File: src/rtl/simple_spi_slave_wb_if.sv
// rtl/simple_spi_slave_wb_if.sv - Wishbone register bus bundle for the SPI slave
interface simple_spi_slave_wb_if;
   logic        wb_stb_i;
   logic        wb_cyc_i;
   logic        wb_we_i;
   logic [3:0]  wb_sel_i;
   logic [31:0] wb_dat_i;
   logic [31:0] wb_adr_i;
   logic        wb_ack_o;
   logic [31:0] wb_dat_o;

   modport master (
      output wb_stb_i, wb_cyc_i, wb_we_i, wb_sel_i, wb_dat_i, wb_adr_i,
      input  wb_ack_o, wb_dat_o
   );

   modport slave (
      input  wb_stb_i, wb_cyc_i, wb_we_i, wb_sel_i, wb_dat_i, wb_adr_i,
      output wb_ack_o, wb_dat_o
   );
endinterface

File: src/rtl/simple_spi_slave_wb.sv
// rtl/simple_spi_slave_wb.sv - byte-oriented SPI target with Wishbone registers
// Optional echo of received bytes when SPI_SLAVE_LOOPBACK_EN is defined (CONFIG bit4).
module simple_spi_slave_wb #(
   parameter logic [31:0] BASE_ADR = 32'h2400_0000,
   parameter logic [7:0]  CONFIG   = 8'h00,
   parameter logic [7:0]  DATA     = 8'h04,
   parameter logic [7:0]  STATUS   = 8'h08
) (
   input  logic                 wb_clk_i,
   input  logic                 wb_rst_i,
   simple_spi_slave_wb_if.slave wb,
   input  logic                 sck,
   input  logic                 csb,
   input  logic                 sdi,
   output logic                 sdo,
   output logic                 sdoenb,
   output logic                 irq
);

`ifdef SPI_SLAVE_LOOPBACK_EN
   localparam int CFG_W = 5;
`else
   localparam int CFG_W = 4;
`endif

   typedef enum logic {IDLE, ACTIVE} state_t;

   state_t             state;
   state_t             state_nxt;

   logic [1:0]         csb_sync;
   logic [1:0]         sck_sync;
   logic [1:0]         sdi_sync;
   logic               csb_d;
   logic               sck_d;
   logic [1:0]         settle;
   logic               armed;

   logic [CFG_W-1:0]   cfg;
   logic [7:0]         tx_buf;
   logic [7:0]         tx_shift;
   logic [7:0]         rx_buf;
   logic [7:0]         rx_shift;
   logic               tx_full;
   logic               rx_full;
   logic               overrun;
   logic               underrun;
   logic [2:0]         bit_cnt;
   logic               reload_pend;

   logic               enable;
   logic               mlb;
   logic               invsck;
   logic               irq_ena;
   logic               csb_fall;
   logic               csb_rise;
   logic               sck_rise;
   logic               sck_fall;
   logic               start;
   logic               stop;
   logic               sample;
   logic               launch;
   logic               busy;

   logic               acc;
   logic               wr;
   logic               rd;
   logic               hit_cfg;
   logic               hit_data;
   logic               hit_stat;
   logic [7:0]         load_val;
   logic [7:0]         rx_byte;
   logic               unused_bits;

   assign enable  = cfg[0];
   assign mlb     = cfg[1];
   assign invsck  = cfg[2];
   assign irq_ena = cfg[3];

   assign unused_bits = ^{wb.wb_sel_i[3:1], wb.wb_dat_i[31:8]};

   // The csb falling edge is only honoured once csb has been seen high after
   // reset, so a chip select held low across reset cannot start a transfer.
   always_ff @(posedge wb_clk_i) begin
      if (wb_rst_i) begin
         csb_sync <= 2'b11;
         sck_sync <= 2'b00;
         sdi_sync <= 2'b00;
         csb_d    <= 1'b1;
         sck_d    <= 1'b0;
         settle   <= 2'd0;
         armed    <= 1'b0;
      end else begin
         csb_sync <= {csb_sync[0], csb};
         sck_sync <= {sck_sync[0], sck};
         sdi_sync <= {sdi_sync[0], sdi};
         csb_d    <= csb_sync[1];
         sck_d    <= sck_sync[1];
         if (settle != 2'd3)
            settle <= settle + 2'd1;
         if (settle == 2'd3 && csb_sync[1])
            armed <= 1'b1;
      end
   end

   assign csb_fall = armed & csb_d & ~csb_sync[1];
   assign csb_rise = ~csb_d & csb_sync[1];
   assign sck_rise = sck_sync[1] & ~sck_d;
   assign sck_fall = ~sck_sync[1] & sck_d;

   assign hit_cfg  = (wb.wb_adr_i == (BASE_ADR | {24'h0, CONFIG}));
   assign hit_data = (wb.wb_adr_i == (BASE_ADR | {24'h0, DATA}));
   assign hit_stat = (wb.wb_adr_i == (BASE_ADR | {24'h0, STATUS}));
   assign acc      = wb.wb_ack_o & wb.wb_stb_i & wb.wb_cyc_i;
   assign wr       = acc & wb.wb_we_i;
   assign rd       = acc & ~wb.wb_we_i;

   always_ff @(posedge wb_clk_i) begin
      if (wb_rst_i)
         state <= IDLE;
      else
         state <= state_nxt;
   end

   always_comb begin
      state_nxt = state;
      start     = 1'b0;
      stop      = 1'b0;
      sample    = 1'b0;
      launch    = 1'b0;
      sdoenb    = 1'b1;
      busy      = 1'b0;
      case (state)
         IDLE: begin
            if (enable && csb_fall) begin
               start     = 1'b1;
               state_nxt = ACTIVE;
            end
         end
         ACTIVE: begin
            sdoenb = 1'b0;
            busy   = 1'b1;
            if (csb_rise || !enable) begin
               stop      = 1'b1;
               state_nxt = IDLE;
            end else begin
               sample = invsck ? sck_fall : sck_rise;
               launch = invsck ? sck_rise : sck_fall;
            end
         end
         default: state_nxt = IDLE;
      endcase
   end

   always_comb begin
      wb.wb_dat_o = 32'h0;
      if (wb.wb_ack_o) begin
         if (hit_cfg)
            wb.wb_dat_o = {{(32-CFG_W){1'b0}}, cfg};
         else if (hit_data)
            wb.wb_dat_o = {24'h0, rx_buf};
         else if (hit_stat)
            wb.wb_dat_o = {27'h0, busy, underrun, overrun, tx_full, rx_full};
      end
   end

   assign load_val = tx_full ? tx_buf : 8'hFF;
   assign rx_byte  = mlb ? {sdi_sync[1], rx_shift[7:1]} : {rx_shift[6:0], sdi_sync[1]};

   // Assignment order encodes priority: clears first, then loads, then the
   // later sets (byte completion, new data, overrun/underrun) win.
   always_ff @(posedge wb_clk_i) begin
      if (wb_rst_i) begin
         wb.wb_ack_o <= 1'b0;
         cfg         <= '0;
         tx_buf      <= 8'h00;
         tx_shift    <= 8'h00;
         rx_buf      <= 8'h00;
         rx_shift    <= 8'h00;
         tx_full     <= 1'b0;
         rx_full     <= 1'b0;
         overrun     <= 1'b0;
         underrun    <= 1'b0;
         bit_cnt     <= 3'd0;
         reload_pend <= 1'b0;
         sdo         <= 1'b0;
         irq         <= 1'b0;
      end else begin
         wb.wb_ack_o <= wb.wb_stb_i & wb.wb_cyc_i & ~wb.wb_ack_o;

         if (wr && hit_cfg && wb.wb_sel_i[0])
            cfg <= wb.wb_dat_i[CFG_W-1:0];
         if (wr && hit_stat) begin
            if (wb.wb_dat_i[2]) overrun  <= 1'b0;
            if (wb.wb_dat_i[3]) underrun <= 1'b0;
         end
         if (rd && hit_data)
            rx_full <= 1'b0;

         if (start || (launch && reload_pend)) begin
            tx_shift    <= load_val;
            sdo         <= mlb ? load_val[0] : load_val[7];
            reload_pend <= 1'b0;
            if (tx_full)
               tx_full <= 1'b0;
            else
               underrun <= 1'b1;
         end else if (launch) begin
            tx_shift <= mlb ? {1'b1, tx_shift[7:1]} : {tx_shift[6:0], 1'b1};
            sdo      <= mlb ? tx_shift[1] : tx_shift[6];
         end

         if (wr && hit_data) begin
            tx_buf  <= wb.wb_dat_i[7:0];
            tx_full <= 1'b1;
         end

         if (sample) begin
            rx_shift <= rx_byte;
            bit_cnt  <= bit_cnt + 3'd1;
            if (bit_cnt == 3'd7) begin
               reload_pend <= 1'b1;
               if (rx_full) begin
                  overrun <= 1'b1;
               end else begin
                  rx_buf  <= rx_byte;
                  rx_full <= 1'b1;
               end
`ifdef SPI_SLAVE_LOOPBACK_EN
               if (cfg[4]) begin
                  tx_buf  <= rx_byte;
                  tx_full <= 1'b1;
               end
`endif
            end
         end

         if (start || stop) begin
            bit_cnt <= 3'd0;
            if (stop)
               reload_pend <= 1'b0;
         end

         irq <= irq_ena & (rx_full | overrun);
      end
   end

endmodule
File: src/flat_wrapper.sv
// flat-port wrapper written by rule: the top's interface ports become plain ports
module simple_spi_slave_wb_flat 
#(
   parameter logic [31:0] BASE_ADR = 32'h2400_0000,
   parameter logic [7:0]  CONFIG   = 8'h00,
   parameter logic [7:0]  DATA     = 8'h04,
   parameter logic [7:0]  STATUS   = 8'h08
)
  (wb_clk_i, wb_rst_i, sck, csb, sdi, sdo, sdoenb, irq, wb_wb_stb_i, wb_wb_cyc_i, wb_wb_we_i, wb_wb_sel_i, wb_wb_dat_i, wb_wb_adr_i, wb_wb_ack_o, wb_wb_dat_o);
  simple_spi_slave_wb_if wb_i ();
  input  logic wb_clk_i;
  input  logic wb_rst_i;
  input  logic sck;
  input  logic csb;
  input  logic sdi;
  output logic sdo;
  output logic sdoenb;
  output logic irq;
  input wire logic [$bits(wb_i.wb_stb_i)-1:0] wb_wb_stb_i;
  input wire logic [$bits(wb_i.wb_cyc_i)-1:0] wb_wb_cyc_i;
  input wire logic [$bits(wb_i.wb_we_i)-1:0] wb_wb_we_i;
  input wire logic [$bits(wb_i.wb_sel_i)-1:0] wb_wb_sel_i;
  input wire logic [$bits(wb_i.wb_dat_i)-1:0] wb_wb_dat_i;
  input wire logic [$bits(wb_i.wb_adr_i)-1:0] wb_wb_adr_i;
  output wire logic [$bits(wb_i.wb_ack_o)-1:0] wb_wb_ack_o;
  output wire logic [$bits(wb_i.wb_dat_o)-1:0] wb_wb_dat_o;
  assign wb_i.wb_stb_i = wb_wb_stb_i;
  assign wb_i.wb_cyc_i = wb_wb_cyc_i;
  assign wb_i.wb_we_i = wb_wb_we_i;
  assign wb_i.wb_sel_i = wb_wb_sel_i;
  assign wb_i.wb_dat_i = wb_wb_dat_i;
  assign wb_i.wb_adr_i = wb_wb_adr_i;
  assign wb_wb_ack_o = wb_i.wb_ack_o;
  assign wb_wb_dat_o = wb_i.wb_dat_o;
  simple_spi_slave_wb #(.BASE_ADR(BASE_ADR), .CONFIG(CONFIG), .DATA(DATA), .STATUS(STATUS)) u_core (.wb_clk_i(wb_clk_i), .wb_rst_i(wb_rst_i), .wb(wb_i), .sck(sck), .csb(csb), .sdi(sdi), .sdo(sdo), .sdoenb(sdoenb), .irq(irq));
endmodule
File: config.mk
export PLATFORM = sky130hd
export DESIGN_NAME = simple_spi_slave_wb_flat
export DESIGN_NICKNAME = d
export VERILOG_FILES = /design/src/rtl/simple_spi_slave_wb_if.sv /design/src/rtl/simple_spi_slave_wb.sv /design/src/flat_wrapper.sv
export SDC_FILE = /design/constraint.sdc
export NUM_CORES = 1
export LEC_CHECK = 0
export ABC_AREA = 1
export BUFFER_PORTS_ARGS = -buffer_cell sky130_fd_sc_hd__buf_2
export CAP_MARGIN = 20
export CORE_ASPECT_RATIO = 1.5
export CORE_MARGIN = 2
export CORE_UTILIZATION = 46
export DETAILED_ROUTE_END_ITERATION = 6
export PLACE_DENSITY = 0.75
export SLEW_MARGIN = 30
export SYNTH_ARGS = -nofsm -noshare
export SYNTH_HDL_FRONTEND = slang
export SYNTH_SLANG_ARGS = --single-unit
File: constraint.sdc
create_clock -name wb_clk_i -period 1.46 [get_ports wb_clk_i]
set_clock_uncertainty 0.1 [all_clocks]
set_input_delay 0.219 -clock wb_clk_i [delete_from_list [all_inputs] [get_ports wb_clk_i]]
set_output_delay 0.219 -clock wb_clk_i [all_outputs]
set_load 0.02 [all_outputs]
==> results of run 1 <==
-- cells by family after synthesis --
kind of cell,synth area share [%]
adder cells (fa/ha/maj),1.15
flip-flops,36.1
buffers and inverters,14.4
AO/OA/AOI/OAI,12.8
AND/OR/NAND/NOR,35.5
other,0.115
-- where the power goes --
part / internal, W / switching (W) / total [W]
clock network: 0.000906 / 0.000608 / 0.00151
registers: 0.00163 / 0.0000190 / 0.00165
logic: 0.000131 / 0.000202 / 0.000334
total: 0.00267 / 0.000830 / 0.00350
-- stage by stage --
stage	instance area (um^2)	utilization (%)	setup WS (ps)
floorplan	3430	-	-15.3
global placement	3830	55.6	-271
detailed placement	3830	55.6	-310
CTS	4350	63.1	-227
global route	4730	68.6	-318
finish	4730	68.6	-234
-- registers in the layout (all words and copies together) (netlist names), 2 cells and up --
name	count
u_core.bit_cnt	3
u_core.cfg	4
u_core.csb_sync	2
u_core.rx_buf	8
u_core.rx_shift	8
u_core.sck_sync	2
u_core.sdi_sync	2
u_core.settle	2
u_core.tx_buf	8
u_core.tx_shift	8
-- per-layer routing --
metal  vias to the layer above  track usage, %  share of wire (%)
met2                       161            38.6                 53
li1                       1721               -                  -
met1                      1606            21.7                 37
met4                         0            9.39                3.8
met3                        36            4.87                6.2
met5                         -               0                  0
-- synthesized netlist by cell type --
| cell type | count |
|---|---|
| nor2_1 | 66 |
| inv_2 | 3 |
| o21ai_1 | 7 |
| o21ai_4 | 1 |
| nor2_4 | 3 |
| nand3_1 | 40 |
| inv_1 | 56 |
| nand2_2 | 3 |
| a21oi_2 | 1 |
| nand3_4 | 1 |
| nand2_4 | 2 |
| nor3_1 | 10 |
| buf_2 | 6 |
| nand3_2 | 2 |
| ha_1 | 3 |
| buf_4 | 26 |
| nor2_2 | 4 |
| o21ai_0 | 38 |
| conb_1 | 1 |
| a21oi_1 | 32 |
| nand4_2 | 1 |
| o21a_1 | 1 |
| or2_2 | 10 |
| clkbuf_1 | 7 |
| nor2_8 | 2 |
| nor3_2 | 1 |
| nand4_1 | 1 |
| dfxtp_1 | 59 |
| nand2_1 | 105 |
-- area by class of cell --
cell class	count	share of cell area (%)
tap	78	2.06
sequential	59	25.3
multi-input combinational	359	45.8
timing repair buffer	106	17.8
inverter	59	4.84
clock inverter	2	0.741
clock buffer	12	3.49
-- worst min-delay path, cell delays in order --
cell and delay (ps):
buf_2 70, o21ai_1 60, nor2_1 90
-- repair_timing --
item,4_1_cts,5_1_grt
setup endpoints to repair,20,40
gates cloned,1,4
hold buffers,3,0
hold endpoints to repair,3,0
resized for setup,66,94
pin swaps,33,55
buffers inserted,5,4
-- worst max-delay path by stage --
stage,startpoint,end,depth (start not counted),slack (ps)
CTS,wb_wb_adr_i[12],wb_wb_dat_o[3],11,-230
global route,wb_wb_adr_i[29],wb_wb_dat_o[6],10,-320
global placement,wb_wb_adr_i[31],wb_wb_dat_o[4],9,-270
finish,wb_wb_adr_i[31],wb_wb_dat_o[1],11,-230
floorplan,wb_wb_adr_i[11],wb_wb_dat_o[5],7,-20
detailed placement,wb_wb_adr_i[29],wb_wb_dat_o[4],10,-310
==> impl_metrics.csv, run 1 <==
group,metric,value,unit
worst_setup_path,ff2ff_setup_slack,-200,ps
cts,htree_levels,3,
cts,cts_sinks,59,
final_layout,final_common_cell,"nand2_1",
floorplanning,rows,37,
global_routing,antenna_found_initial,0,
floorplanning,dieArea,0.00782,mm^2
worst_setup_path,crit_arrival,1380,ps
worst_setup_path,required,1140,ps
synthesis,avgSynthCellArea,6.66,um^2
floorplanning,start_util,47.5,%
worst_setup_path,crit_buf_inv,3,
outcome,status,"finished with violations",
global_routing,grt-ovfl-total,0,
synthesis,synth.distinct_cells,29,
cts,cts_tree,"yes",
final_layout,fill_cells,494,
cts,cts_buffers,9,
cts,clkLatencyLatePin,340,ps
final_layout,final_cells,675,
sta,fin_tns_setup,-2910,ps
worst_setup_path,worstPathCellList,"buf_2 > nor2_2 > nand2_1 > nor2_2 > nand2_2 > nor2_8 > nand2_4 > nand3_2 > nand2_2 > inv_2 > buf_6",
floorplanning,die_w,72.9,um
worst_setup_path,reg2reg_depth,10,
final_layout,area.sequential,0.00120,mm^2
synthesis,synth_cells,492,
run,drv_cap,0,
min_path,hold_end,"u_core.tx_buf[7]$_SDFFE_PP0P_",
worst_setup_path,cp_max_fo,6,
sta,period_share,116,%
global_routing,grt_max_degree,23,
outcome,violations,"setup timing",
sta,grt_setup_unrepaired,"true",
synthesis,netlist_top_cells_area,"dfxtp_1, nand2_1, nor2_1",
place,port_buffers,60,
pwr,power,0.00350,W
final_layout,diodes,0,
route,drc_errors,0,
sta,setup_viol,18,
min_path,whs_path_depth,3,
sta,max_freq,0.590,GHz
worst_setup_path,end_kind,"primary output",
worst_setup_path,path_class,"input port to primary output",
synthesis,yosysWarnings,0,
final_layout,layout_common_cells,"nand2_1, dfxtp_1, inv_1, nor2_1, buf_2",
sta,layout_setup_ws,-234,ps
worst_setup_path,start_kind,"input port",
pwr,peakVddDrop,0.000472,V
floorplanning,core_area,0.00690,mm^2
synthesis,synth-seq-area-share,36.1,%
cts,clk_pin_slew,60,ps
sta,hold_viol,0,
route,firstDrtPassIters,6,
route,ant_nets,0,
global_routing,grt_pass1_wl,13.0,mm
sta,finalCriticalPeriod,1690,ps
synthesis,netlist.area_leader.share,36.1,%
place,gp_congestion,0.897,
final_layout,layout-drive-gt1-share,41.2,%
worst_setup_path,cp_slowest_cell,"nor2_8",
pwr,power_density,740,mW/mm^2
floorplanning,die_h,107,um
synthesis,netlist_area,0.00327,mm^2
global_routing,first_global_vias,3188,
floorplanning,io_pins,112,
route,via_count,3524,
worst_setup_path,slowest_delay,230,ps
sta,holdWs,40.7,ps
final_layout,nNetsFinal,673,
cts,cts-root-buf,"clkbuf_8",
worst_setup_path,timing.rr.start,"u_core.sck_sync[1]$_SDFF_PP0_",
sta,drv_slew,0,
min_path,hold_path.class,"input port to register",
place,dp.cells,647,
pwr,leakagePower,2.17,nW
worst_setup_path,r2r_end,"u_core.tx_shift[2]$_SDFFE_PP0P_",
min_path,min-delay-start,"wb_wb_dat_i[7]",
route,via_per_inst,5.22,
route,drt-initial-drc-count,228,
final_layout,multiInputGateArea,0.00217,mm^2
cts,clk_path_buf_depth,2,
final_layout,area_growth,44.4,%
synthesis,yosysTopAreaCell,"dfxtp_1",
place,hpwl,5.71,mm
synthesis,synth-seq-cells,59,
global_routing,grt_usage,20.9,%
worst_setup_path,cp_top_family,"simple AND/OR/NAND/NOR gates",
route,routed_wl,9.30,mm
route,wl_per_cell,13.8,um
Note: power is estimated with default switching activity, not from simulation.
==> run 2: changes to the inputs <==
--- a/config.mk
+++ b/config.mk
@@ -13,6 +13,7 @@
 export CORE_UTILIZATION = 46
 export DETAILED_ROUTE_END_ITERATION = 6
 export PLACE_DENSITY = 0.75
+export RECOVER_POWER = 100
 export SLEW_MARGIN = 30
 export SYNTH_ARGS = -nofsm -noshare
 export SYNTH_HDL_FRONTEND = slang
==> run 2 against run 1 <==
Against the previous run: worst setup slack worse by 51 ps; combinational power barely moved; the run still ends with setup timing left; non-clock buffer count unchanged; critical path depth is 1 lower; highest routed layer unchanged; critical path type is now register to register; count of clock-buffer cells in the layout unchanged; largest cell class unchanged; sequential power about the same.
==> impl_metrics.csv, run 2 (same netlist as run 1, synthesis figures left out) <==
group,metric,value,unit
route,via_per_inst,5.23,
pwr,power.share.clock,43.3,%
place,dp_slack,-310,ps
final_layout,multiInputGateArea,0.00216,mm^2
cts,cts-root-buf,"clkbuf_8",
worst_setup_path,critPathLaunch,"u_core.sck_sync[1]$_SDFF_PP0_",
route,firstDrtPassIters,5,
worst_setup_path,ff2ff_setup_slack,-290,ps
floorplanning,die_h,107,um
floorplanning,io_pins,112,
worst_setup_path,end_kind,"register",
cts,clkLatencyLatePin,340,ps
outcome,violations,"setup timing",
cts,clk_path_buf_depth,2,
final_layout,layout-drive-gt1-share,40.5,%
worst_setup_path,cp_slowest_cell,"dfxtp_1",
worst_setup_path,cp_max_fo,5,
route,ant_nets,0,
global_routing,antenna_found_initial,0,
cts,cts_buffers,9,
global_routing,grt_usage,20.9,%
route,m1WireLength,3.45,mm
sta,drv_slew,0,
min_path,hold_path.class,"input port to register",
run,drv_cap,0,
route,drc_errors,0,
global_routing,grt_max_degree,23,
pwr,leakagePower,2.17,nW
floorplanning,die_w,72.9,um
final_layout,diodes,0,
pwr,p_sw,0.000827,W
pwr,power_frac_seq,47.2,%
sta,layout_setup_ws,-285,ps
pwr,power_density,742,mW/mm^2
global_routing,grt_pass1_wl,13.0,mm
cts,cts_tree,"yes",
worst_setup_path,r2r_end,"u_core.tx_shift[2]$_SDFFE_PP0P_",
cts,cts_sinks,59,
worst_setup_path,crit_arrival,1930,ps
sta,max_freq,0.573,GHz
cts,clk_pin_slew,60,ps
route,wl_per_cell,13.8,um
final_layout,area_growth,44.0,%
pwr,internal_power,0.00267,W
sta,finalCriticalPeriod,1750,ps
route,routed_wl,9.30,mm
route,routed-wl-met2,4.94,mm
worst_setup_path,crit_path_end,"u_core.tx_shift[2]$_SDFFE_PP0P_",
floorplanning,core_area,0.00690,mm^2
place,port_buffers,60,
global_routing,first_global_vias,3188,
final_layout,area.sequential,0.00119,mm^2
outcome,status,"finished with violations",
floorplanning,dieArea,0.00782,mm^2
place,dpl_cell_area,0.00383,mm^2
worst_setup_path,worstPathCellList,"inv_4 > o21ai_2 > nand2_2 > buf_6 > o21ai_4 > clkbuf_16 > o21ai_2 > inv_1 > nand2_1 > inv_1",
sta,fin_tns_setup,-4940,ps
pwr,peakVddDrop,0.000472,V
floorplanning,start_util,47.5,%
pwr,p_sw_share,23.7,%
pwr,power,0.00350,W
place,hpwl,5.71,mm
final_layout,final_common_cell,"nand2_1",
final_layout,nNetsFinal,673,
worst_setup_path,slowest_delay,430,ps
final_layout,layout_common_cells,"nand2_1, dfxtp_1, inv_1, nor2_1, buf_2",
worst_setup_path,timing.rr.start,"u_core.sck_sync[1]$_SDFF_PP0_",
floorplanning,rows,37,
worst_setup_path,start_kind,"register",
sta,grt_setup_unrepaired,"true",
worst_setup_path,reg2reg_depth,10,
final_layout,final_core_util,68.3,%
sta,hold_viol,0,
worst_setup_path,path_class,"register to register",
worst_setup_path,required,1640,ps
global_routing,grt-ovfl-total,0,
final_layout,fin_area,0.00471,mm^2
cts,htree_levels,3,
pwr,p_comb_share,9.5,%
place,gp_congestion,0.897,
route,via_count,3533,
sta,setup_viol,39,
route,dr_wl_met3,573,um
sta,period_share,120,%
route,drt-initial-drc-count,267,
final_layout,fill_cells,500,
route,topRoutingLayerUsed,"met4",
[run 2: changes by cell type in the layout (fill, tap and decap cells not counted)]
cell and delta:
dfxtp_2 -1, clkbuf_2 +1, dfxtp_4 -1, clkbuf_1 +2, nand3_2 +1, dfxtp_1 +2, buf_2 -3, nand3_4 -1
[run 2: power by group through the flow]
stage	Clock (W)	Sequential [W]	Combinational [W]
CTS	0.00155	0.00165	0.000297
floorplan	0	0.00168	0.000203
global placement	0	0.00168	0.000258
finish	0.00151	0.00165	0.000333
global route	0.00160	0.00165	0.000362
detailed placement	0	0.00168	0.000266
[run 2: worst min-delay path by stage]
| stage | cells after the start | start | end |
|---|---|---|---|
| floorplan | 1 | csb | u_core.csb_sync[0]$_SDFF_PP1_ |
| global placement | 1 | u_core.csb_sync[0]$_SDFF_PP1_ | u_core.csb_sync[1]$_SDFF_PP1_ |
| detailed placement | 1 | u_core.csb_sync[0]$_SDFF_PP1_ | u_core.csb_sync[1]$_SDFF_PP1_ |
| CTS | 3 | wb_wb_dat_i[7] | u_core.tx_buf[7]$_SDFFE_PP0P_ |
| global route | 3 | wb_wb_dat_i[7] | u_core.tx_buf[7]$_SDFFE_PP0P_ |
| finish | 3 | wb_wb_dat_i[7] | u_core.tx_buf[7]$_SDFFE_PP0P_ |
[run 2: repair_timing]
action / in CTS / in global routing
cloned: 1 / 4
hold endpoints to repair: 3 / 0
buffers inserted: 5 / 4
hold buffers: 3 / 0
pin swaps: 33 / 55
setup endpoints to repair: 20 / 40
gates resized for setup: 66 / 94
[run 2: per-stage QoR]
step / hold WS, ps / std cells
floorplan: 223 / 515
global placement: 298 / 647
detailed placement: 300 / 647
CTS: 34.5 / 670
global route: 55.1 / 675
finish: 40.9 / 675
[run 2: critical path, delay by kind of cell (launching register included)]
kind | cells | cell delay, ps
DFF | 1 | 430
and+or+nand+nor | 2 | 160
AOI/OAI and AO/OA | 3 | 480
buffers and inverters | 5 | 530
[run 2: area by class of cell]
type / count / area share, %
multi-input combinational: 359 / 45.8
tap: 78 / 2.07
timing repair buffer: 106 / 17.8
inverter: 59 / 4.86
clock buffer: 12 / 3.50
sequential: 59 / 25.3
clock inverter: 2 / 0.743
[run 2: layer usage]
layer,up-vias,track usage [%]
li1,1720,-
met1,1614,21.7
met2,164,38.6
met3,35,4.87
met4,0,9.39
met5,-,0
==> run 3: changes to the inputs <==
==> constraint.sdc (replaced) <==
create_clock -name wb_clk_i -period 1.46 [get_ports wb_clk_i]
set_clock_uncertainty 0.1 [all_clocks]
set_input_delay 0.219 -clock wb_clk_i [delete_from_list [all_inputs] [get_ports wb_clk_i]]
set_output_delay 0.219 -clock wb_clk_i [all_outputs]
set_load 0.01 [all_outputs]
==> run 3 against run 2 <==
Against the previous run: the flow still finishes with violations (setup timing); routed wire length grew 10%; sequential power is essentially flat; total power shrank 2.7%; hold slack lost 16 ps; design area grew 0.96%; worst setup slack gained 48 ps; critical path depth shrank 2; first-iteration DRC count grew 4.5%; register-to-register slack gained 50 ps; critical endpoint is now u_core.rx_buf[1]$_SDFFE_PP0P_; largest cell class unchanged; largest power group unchanged; highest routed layer unchanged.
==> impl_metrics.csv, run 3 (same netlist as run 1, synthesis figures left out) <==
group,metric,value,unit
global_routing,grt_usage,21.6,%
final_layout,nNetsFinal,680,
worst_setup_path,cp_top_family,"simple AND/OR/NAND/NOR gates",
place,dp_slack,-270,ps
worst_setup_path,start_kind,"register",
place,hpwl,6.01,mm
floorplanning,die_h,107,um
cts,cts_tree,"yes",
place,port_buffers,60,
floorplanning,rows,37,
worst_setup_path,end_kind,"register",
route,ant_nets,0,
sta,hold_viol,0,
global_routing,antenna_found_initial,0,
global_routing,grt-ovfl-total,0,
pwr,p_sw,0.000831,W
pwr,peakVddDrop,0.000588,V
sta,max_freq,0.589,GHz
route,drc_errors,0,
cts,clk_pin_slew,70,ps
final_layout,layout-drive-gt1-share,42.1,%
cts,clk_path_buf_depth,2,
cts,htree_levels,3,
final_layout,area.sequential,0.00119,mm^2
floorplanning,io_pins,112,
pwr,power.share.clock,42.2,%
final_layout,layout_common_cells,"nand2_1, inv_1, dfxtp_1, nor2_1, buf_2",
worst_setup_path,slowest_delay,440,ps
final_layout,area_growth,45.4,%
global_routing,grt_max_degree,23,
min_path,hold_path.class,"input port to register",
sta,finalCriticalPeriod,1700,ps
floorplanning,dieArea,0.00782,mm^2
pwr,power_frac_seq,48.5,%
worst_setup_path,worstPathCellList,"inv_4 > nor2_2 > o21ai_2 > nor2_4 > buf_12 > buf_4 > nand3_2 > a21oi_2",
route,drt-initial-drc-count,279,
pwr,leakagePower,2.19,nW
sta,layout_setup_ws,-237,ps
worst_setup_path,crit_buf_inv,3,
sta,period_share,116,%
pwr,power_density,715,mW/mm^2
pwr,internal_power,0.00257,W
place,gp_congestion,0.868,
worst_setup_path,path_class,"register to register",
global_routing,first_global_vias,3081,
worst_setup_path,cp_slowest_cell,"dfxtp_1",
worst_setup_path,cp_max_fo,5,
floorplanning,die_w,72.9,um
cts,cts_buffers,9,
run,drv_cap,0,
cts,clkLatencyLatePin,350,ps
sta,grt_setup_unrepaired,"true",
outcome,status,"finished with violations",
place,dp.cells,647,
final_layout,fill_cells,494,
pwr,power,0.00340,W
outcome,violations,"setup timing",
final_layout,fin_area,0.00476,mm^2
cts,cts_sinks,59,
route,firstDrtPassIters,4,
route,routed_wl,10.3,mm
sta,drv_slew,0,
sta,max_slew.worst_pin.slew,590,ps
route,via_count,3628,
route,via_per_inst,5.30,
cts,cts-root-buf,"clkbuf_8",
final_layout,multiInputGateArea,0.00216,mm^2
pwr,p_sw_share,24.4,%
final_layout,final_cells,684,
sta,setup_viol,40,
worst_setup_path,crit_arrival,1870,ps
floorplanning,core_area,0.00690,mm^2
route,wl_per_cell,15.0,um
final_layout,diodes,0,
global_routing,grt_pass1_wl,13.1,mm
final_layout,final_common_cell,"nand2_1",
place,dpl_cell_area,0.00377,mm^2
pwr,p_comb_share,9.3,%
sta,maxSlewHeadroom,60.3,%
worst_setup_path,required,1630,ps
floorplanning,start_util,47.5,%
run 3: worst paths after layout:
kind                                  from                       endpoint  slack [ps]  cells after the start
min                         wb_wb_dat_i[7]  u_core.tx_buf[7]$_SDFFE_PP0P_          20                      3
min reg2reg  u_core.sck_sync[0]$_SDFF_PP0_  u_core.sck_sync[1]$_SDFF_PP0_         310                      2
max reg2reg  u_core.sck_sync[1]$_SDFF_PP0_  u_core.rx_buf[1]$_SDFFE_PP0P_        -240                      8
max          u_core.sck_sync[1]$_SDFF_PP0_  u_core.rx_buf[1]$_SDFFE_PP0P_        -240                      8
run 3: area by class of cell:
cell class	instances	share of cell area [%]
Multi-Input combinational cell	360	45.5
Sequential cell	59	25.1
Timing Repair Buffer	110	17.9
Inverter	59	5.02
Clock buffer	15	3.92
Tap cell	78	2.05
Timing Repair inverter	2	0.421
Clock inverter	1	0.105
run 3: repair_timing:
action / in CTS / in global routing
resized for setup: 40 / 132
hold buffers: 3 / 0
endpoints found under the hold margin: 3 / 0
pin swaps: 16 / 48
setup endpoints to repair: 30 / 40
setup buffers: 5 / 9
gates cloned: 0 / 6
run 3: tightest hold or removal path, stage by stage:
cell and delay (ps):
buf_2 70, o21ai_1 60, nor2_1 90
run 3: power by group through the flow:
stage | clock network, W | logic, W | registers, W
after floorplan | 0 | 0.000172 | 0.00168
after global placement | 0 | 0.000233 | 0.00168
after detailed placement | 0 | 0.000241 | 0.00168
after CTS | 0.00145 | 0.000269 | 0.00165
after global routing | 0.00152 | 0.000349 | 0.00165
final | 0.00143 | 0.000317 | 0.00165
run 3: stage by stage:
stage	util [%]	setup TNS [ps]	hold slack, ps
floorplan	-	-114	223
global placement	54.7	-3720	301
detailed placement	54.7	-5150	300
CTS	60.3	-1330	13.3
global route	69.0	-8620	24.3
finish	69.0	-5320	24.6
run 3: metal layers:
metal	share of wire, %	up-vias	global-route usage [%]	routed length, um
met5	0	-	0	0
met2	53	164	39.1	5450
met3	5.5	36	5.99	567
met1	37	1695	22.3	3780
li1	-	1733	-	-
met4	4.7	0	10.3	482
